### config.mk
export PLATFORM = sky130hd
export DESIGN_NAME = alu4_seq_ctrl_flat
export DESIGN_NICKNAME = d
export VERILOG_FILES = /design/src/rtl/alu4_seq_ctrl_if.sv /design/src/rtl/alu4_seq_ctrl.sv /design/src/flat_wrapper.sv
export SDC_FILE = /design/constraint.sdc
export NUM_CORES = 1
export LEC_CHECK = 0
export CAP_MARGIN = 30
export CORE_UTILIZATION = 49
export CTS_CLUSTER_DIAMETER = 100
export CTS_CLUSTER_SIZE = 40
export DETAILED_ROUTE_END_ITERATION = 12
export PLACE_DENSITY = 0.86
export SETUP_SLACK_MARGIN = 0.2
export SYNTH_ARGS = -nofsm -noshare
export SYNTH_HDL_FRONTEND = slang
export SYNTH_SLANG_ARGS = --single-unit
### constraint.sdc
create_clock -name clk -period 3 [get_ports clk]
set_input_delay 0.3 -clock clk [delete_from_list [all_inputs] [get_ports clk]]
set_output_delay 0.3 -clock clk [all_outputs]
set_load 0.005 [all_outputs]
### src/rtl/alu4_seq_ctrl_if.sv
// Bundle of the instruction, ALU and result signals of alu4_seq_ctrl.
// The controller connects through the slave modport; its environment uses master.
interface alu4_seq_ctrl_if;
    // Instruction handshake
    logic        instr_valid;
    logic        instr_ready;
    logic [15:0] instr;

    // Downstream ALU: operands out, combinational results back
    logic [3:0]  alu_op;
    logic [3:0]  alu_a;
    logic [3:0]  alu_b;
    logic        alu_math_cin;
    logic        alu_rot_cin;
    logic [3:0]  alu_result;
    logic        alu_math_cout;
    logic        alu_rot_cout;
    logic        alu_ovf;
    logic        alu_zero;

    // Result handshake
    logic        res_valid;
    logic        res_ready;
    logic [3:0]  res_data;
    logic [3:0]  res_flags;

    logic [7:0]  instr_count;

    modport master (
        output instr_valid, instr,
        input  instr_ready,
        input  alu_op, alu_a, alu_b, alu_math_cin, alu_rot_cin,
        output alu_result, alu_math_cout, alu_rot_cout, alu_ovf, alu_zero,
        input  res_valid, res_data, res_flags,
        output res_ready,
        input  instr_count
    );

    modport slave (
        input  instr_valid, instr,
        output instr_ready,
        output alu_op, alu_a, alu_b, alu_math_cin, alu_rot_cin,
        input  alu_result, alu_math_cout, alu_rot_cout, alu_ovf, alu_zero,
        output res_valid, res_data, res_flags,
        input  res_ready,
        output instr_count
    );
endinterface

### src/rtl/alu4_seq_ctrl.sv
// Sequencing controller for a 4-bit ALU: register file, flags and IDLE/EXEC/RESP FSM.
// Optional retired-instruction counter enabled by defining ALU4_SEQ_PERFCNT_EN.
module alu4_seq_ctrl #(
    parameter logic [3:0] RESET_FLAGS = 4'b0000
) (
    input  logic          clk,
    input  logic          rst,
    alu4_seq_ctrl_if.slave bus
);

    typedef enum logic [1:0] {
        IDLE = 2'd0,
        EXEC = 2'd1,
        RESP = 2'd2
    } state_t;

    typedef struct packed {
        logic [3:0] imm;
        logic       wb_en;
        logic       use_imm;
        logic [1:0] rb;
        logic [1:0] ra;
        logic [1:0] rd;
        logic [3:0] op;
    } instr_t;

    state_t     state;
    state_t     state_next;
    instr_t     ins;
    logic       accept;
    logic       retire;

    logic [3:0] regs [4];
    logic [3:0] flags;          // {V,Z,R,C}
    logic [3:0] alu_op_q;
    logic [3:0] alu_a_q;
    logic [3:0] alu_b_q;
    logic [1:0] rd_q;
    logic       wb_en_q;
    logic [3:0] res_data_q;

    assign ins = instr_t'(bus.instr);

    // NOTE: sequential state uses non-blocking assignments so every flop samples
    // pre-edge values regardless of statement order.
    always_ff @(posedge clk or posedge rst) begin
        if (rst) state <= IDLE;
        else     state <= state_next;
    end

    // NOTE: every output of this block gets a default before the case, so no
    // path leaves a signal unassigned and no latch is inferred.
    always_comb begin
        state_next      = state;
        bus.instr_ready = 1'b0;
        bus.res_valid   = 1'b0;
        accept          = 1'b0;
        retire          = 1'b0;
        case (state)
            IDLE: begin
                bus.instr_ready = 1'b1;
                if (bus.instr_valid) begin
                    accept     = 1'b1;
                    state_next = EXEC;
                end
            end
            EXEC: state_next = RESP;
            RESP: begin
                bus.res_valid = 1'b1;
                if (bus.res_ready) begin
                    retire     = 1'b1;
                    state_next = IDLE;
                end
            end
            default: state_next = IDLE;
        endcase
    end

    // Operands are captured at acceptance, so a source equal to rd sees the old
    // value and the next instruction sees the value written during EXEC.
    // NOTE: the register file is small and must read as zero after reset, so it
    // is reset like ordinary flops rather than left uninitialised like a RAM.
    always_ff @(posedge clk or posedge rst) begin
        if (rst) begin
            regs       <= '{default: 4'h0};
            flags      <= RESET_FLAGS;
            alu_op_q   <= 4'h0;
            alu_a_q    <= 4'h0;
            alu_b_q    <= 4'h0;
            rd_q       <= 2'd0;
            wb_en_q    <= 1'b0;
            res_data_q <= 4'h0;
        end else begin
            if (accept) begin
                alu_op_q <= ins.op;
                alu_a_q  <= regs[ins.ra];
                alu_b_q  <= ins.use_imm ? ins.imm : regs[ins.rb];
                rd_q     <= ins.rd;
                wb_en_q  <= ins.wb_en;
            end
            if (state == EXEC) begin
                res_data_q <= bus.alu_result;
                flags      <= {bus.alu_ovf, bus.alu_zero, bus.alu_rot_cout, bus.alu_math_cout};
                if (wb_en_q) regs[rd_q] <= bus.alu_result;
            end
        end
    end

    assign bus.alu_op       = alu_op_q;
    assign bus.alu_a        = alu_a_q;
    assign bus.alu_b        = alu_b_q;
    assign bus.alu_math_cin = flags[0];
    assign bus.alu_rot_cin  = flags[1];
    assign bus.res_data     = res_data_q;
    assign bus.res_flags    = flags;

`ifdef ALU4_SEQ_PERFCNT_EN
    logic [7:0] count_q;

    always_ff @(posedge clk or posedge rst) begin
        if (rst)         count_q <= 8'h00;
        else if (retire) count_q <= count_q + 8'h01;
    end

    assign bus.instr_count = count_q;
`else
    logic unused_retire;

    assign unused_retire   = retire;
    assign bus.instr_count = 8'h00;
`endif

endmodule

### src/flat_wrapper.sv
// flat-port wrapper written by rule: the top's interface ports become plain ports
module alu4_seq_ctrl_flat 
#(
    parameter logic [3:0] RESET_FLAGS = 4'b0000
)
  (clk, rst, bus_instr_valid, bus_instr, bus_instr_ready, bus_alu_op, bus_alu_a, bus_alu_b, bus_alu_math_cin, bus_alu_rot_cin, bus_alu_result, bus_alu_math_cout, bus_alu_rot_cout, bus_alu_ovf, bus_alu_zero, bus_res_valid, bus_res_data, bus_res_flags, bus_res_ready, bus_instr_count);
  alu4_seq_ctrl_if bus_i ();
  input  logic clk;
  input  logic rst;
  input wire logic [$bits(bus_i.instr_valid)-1:0] bus_instr_valid;
  input wire logic [$bits(bus_i.instr)-1:0] bus_instr;
  output wire logic [$bits(bus_i.instr_ready)-1:0] bus_instr_ready;
  output wire logic [$bits(bus_i.alu_op)-1:0] bus_alu_op;
  output wire logic [$bits(bus_i.alu_a)-1:0] bus_alu_a;
  output wire logic [$bits(bus_i.alu_b)-1:0] bus_alu_b;
  output wire logic [$bits(bus_i.alu_math_cin)-1:0] bus_alu_math_cin;
  output wire logic [$bits(bus_i.alu_rot_cin)-1:0] bus_alu_rot_cin;
  input wire logic [$bits(bus_i.alu_result)-1:0] bus_alu_result;
  input wire logic [$bits(bus_i.alu_math_cout)-1:0] bus_alu_math_cout;
  input wire logic [$bits(bus_i.alu_rot_cout)-1:0] bus_alu_rot_cout;
  input wire logic [$bits(bus_i.alu_ovf)-1:0] bus_alu_ovf;
  input wire logic [$bits(bus_i.alu_zero)-1:0] bus_alu_zero;
  output wire logic [$bits(bus_i.res_valid)-1:0] bus_res_valid;
  output wire logic [$bits(bus_i.res_data)-1:0] bus_res_data;
  output wire logic [$bits(bus_i.res_flags)-1:0] bus_res_flags;
  input wire logic [$bits(bus_i.res_ready)-1:0] bus_res_ready;
  output wire logic [$bits(bus_i.instr_count)-1:0] bus_instr_count;
  assign bus_i.instr_valid = bus_instr_valid;
  assign bus_i.instr = bus_instr;
  assign bus_instr_ready = bus_i.instr_ready;
  assign bus_alu_op = bus_i.alu_op;
  assign bus_alu_a = bus_i.alu_a;
  assign bus_alu_b = bus_i.alu_b;
  assign bus_alu_math_cin = bus_i.alu_math_cin;
  assign bus_alu_rot_cin = bus_i.alu_rot_cin;
  assign bus_i.alu_result = bus_alu_result;
  assign bus_i.alu_math_cout = bus_alu_math_cout;
  assign bus_i.alu_rot_cout = bus_alu_rot_cout;
  assign bus_i.alu_ovf = bus_alu_ovf;
  assign bus_i.alu_zero = bus_alu_zero;
  assign bus_res_valid = bus_i.res_valid;
  assign bus_res_data = bus_i.res_data;
  assign bus_res_flags = bus_i.res_flags;
  assign bus_i.res_ready = bus_res_ready;
  assign bus_instr_count = bus_i.instr_count;
  alu4_seq_ctrl #(.RESET_FLAGS(RESET_FLAGS)) u_core (.clk(clk), .rst(rst), .bus(bus_i));
endmodule
==> impl_metrics.py <==
metrics = {
    "floorplanning": {
        "start_util_pct": 51.4,
        "ioPinCount": 60,
        "die_w_um": 64.0,
        "core_sq_um": 3660,
        "dieArea_sq_um": 4090,
        "row_count": 22,
        "die_y_um": 64.0,
    },
    "finish": {
        "area_growth_pct": 32.8,
        "final_cell_mix": "clkdlybuf4s50_1, dfrtp_1, mux2_2, nand2_1",
        "drive_gt1_share_pct": 25.3,
        "diodes": 0,
        "final_common_cell": "clkdlybuf4s50_1",
        "fillers": 266,
        "multi_input_area_sq_um": 772,
        "nNetsFinal": 221,
        "ff_latch_area_sq_um": 1030,
    },
    "worst_setup_path": {
        "critPathLaunchType": "flip-flop",
        "crit_required_ns": 2.70,
        "end_kind": "output port",
        "worstPathMaxFanout": 5,
        "r2r_slack_ns": 1.25,
        "reg2reg_from": "u_core.state[1]",
        "reg2reg_to": "u_core.regs[14]",
        "slowest_delay_ns": 0.49,
        "cp_cell_sequence": "or2b_1 > inv_1 > clkdlybuf4s50_1",
        "r2r_cells": 3,
        "critPathArrivalTime_ns": 1.50,
        "crit_type": "flip-flop to output port",
        "cp.buffers_inverters": 2,
        "cp_top_family": "buffers and inverters",
        "critPathSlowestCell": "clkdlybuf4s50_1",
    },
    "cts": {
        "cts_setup_buffers": 0,
        "root_buffer": "clkbuf_8",
        "clock_sinks": 41,
        "cts_resized": 0,
        "clockBufferDepth": 2,
        "tritoncts": "yes",
        "cts_buffers": 5,
        "path_clk_slew_ns": 0.07,
        "hold_buffers": 0,
        "htree_num_levels": 2,
        "insertion_delay_ns": 0.29,
    },
    "placement": {
        "gp_congestion": 0.803,
        "dp_hpwl_mm": 2.85,
        "dp_slack_ns": 1.12,
        "numPortBuffers": 51,
    },
    "timing": {
        "finalSetupViolCount": 0,
        "finalHoldViolCount": 0,
        "tightest_slew_ns": 0.589,
        "rsz0062_at_grt": "false",
        "totalNegativeSetupSlack_ns": 0,
        "slew_viol_final": 0,
        "setup_ws_ns": 1.20,
        "relSlewSlack_pct": 60.7,
        "period_share_pct": 60.0,
        "max_freq_mhz": 556,
        "min_period_ns": 1.80,
        "finalClockSkew_ns": 0.00271,
    },
    "route": {
        "drt_first_pass_iters": 4,
        "finalWirelength_mm": 3.73,
        "vias": 1261,
        "via_per_inst": 5.21,
        "wire_per_inst_um": 15.4,
        "drt_iter0_drc": 18,
        "drc": 0,
        "ant_nets": 0,
    },
    "logic_synthesis": {
        "yosysTopAreaCellShare_pct": 54.5,
        "synth_area_sq_um": 1880,
        "yosys-mux-area-fraction_pct": 27.9,
        "ys_warn_count": 0,
        "ys_ff_latch": 41,
        "synth_area_leader_cell": "dfrtp_1",
        "syn_inst": 140,
        "synth_area_leaders": "dfrtp_1, mux2_2, mux4_2",
        "synth-simple-area-share_pct": 9.97,
        "synth_top_family_by_area": "multiplexers",
        "avgSynthCellArea_sq_um": 13.4,
        "synth_compound_area_share_pct": 1.33,
        "synthAdderAreaFrac_pct": 0,
        "ys_types": 22,
        "synth_xor_area_share_pct": 0,
        "seq_area_frac_synth_pct": 54.5,
    },
    "power_and_ir_drop": {
        "p_total_mw": 2.35,
        "ir_drop_v": 0.000521,
        "p_leak_nw": 1.10,
        "p_per_area_nw_per_um2": 941,
    },
    "hold_path": {
        "hold_class": "primary input to async pin",
    },
    "outcome": {
        "status": "complete, no violations",
    },
    "grt": {
        "grt_use_total_pct": 20.9,
        "antenna_found_initial": 0,
        "grt_max_degree": 21,
        "first_global_vias": 1349,
        "grt_pass1_wl_mm": 6.36,
        "overflow": 0,
    },
    "job": {
        "drv_cap": 0,
    },
}
## worst max-delay path by stage
| stage | from | end | slack [ns] | depth (start not counted) |
|---|---|---|---|---|
| 2_1_floorplan | u_core.state[1] | u_core.regs[12] | 1.52 | 4 |
| 3_3_place_gp | bus_instr[6] | u_core.bus.alu_a[2] | 1.15 | 3 |
| 3_5_place_dp | bus_instr[6] | u_core.bus.alu_a[1] | 1.12 | 3 |
| 4_1_cts | u_core.state[0] | bus_res_valid | 1.18 | 3 |
| 5_1_grt | u_core.state[0] | bus_res_valid | 1.14 | 3 |
| 6_report | u_core.state[0] | bus_res_valid | 1.20 | 3 |
## state kept, by name (all words and copies together), names as in the netlist
signal                flops
u_core.bus.alu_a          4
u_core.bus.res_data       4
u_core.rd_q               2
u_core.bus.res_flags      4
u_core.bus.alu_op         4
u_core.state              2
u_core.bus.alu_b          4
u_core.wb_en_q            1
u_core.regs              16
## layer usage
metal	up-vias	global-route usage, %	part of all wire, %	wire length [um]
met5	-	0	0	0
met4	0	7.10	1.8	68
met3	6	5.54	6.1	226
met2	48	36.8	51	1910
met1	630	24.6	41	1520
li1	577	-	-	-
## cells by family after synthesis
group,Yosys count
compound gates,5
buf+inv,17
flops,41
mux,39
other cells,1
simple gates,37
## stage by stage
step	instances	area, sq um	util (%)	hold WS, ns
after global routing	242	2500	68.3	0.428
final	242	2500	68.3	0.371
after floorplan	147	1910	-	0.405
after detailed placement	234	2400	65.5	0.465
after global placement	234	2400	65.5	0.461
after CTS	242	2500	68.3	0.387
## area by class of cell
cell class,instances,share of cell area [%]
flip-flops and latches,41,41.0
clock buffers,7,3.85
repair buffers,54,21.3
multi-input cells,89,30.9
well taps,48,2.40
inverters,2,0.300
clock inverters,1,0.200
## report_power, final
group	total (mW)	leakage, nW	internal, mW	switching (mW)
Combinational	0.931	0.551	0.623	0.309
Sequential	1.04	0.492	0.826	0.211
Clock	0.383	0.0542	0.208	0.176
## cells in the mapped netlist
master and n:
and2b_2 1, mux4_2 8, a21oi_1 4, nor4b_4 1, nand4b_1 1, inv_1 2
nand2_1 24, dfrtp_1 41, nor2_1 5, mux2i_1 4, buf_6 1, clkbuf_1 1
buf_2 2, conb_1 1, nand4_1 1, nand2b_1 1, mux2_2 27, and4b_1 1
buf_4 11, nor3b_1 1, or2b_1 1, o21ai_0 1
Power figures use the tool's default switching activity.
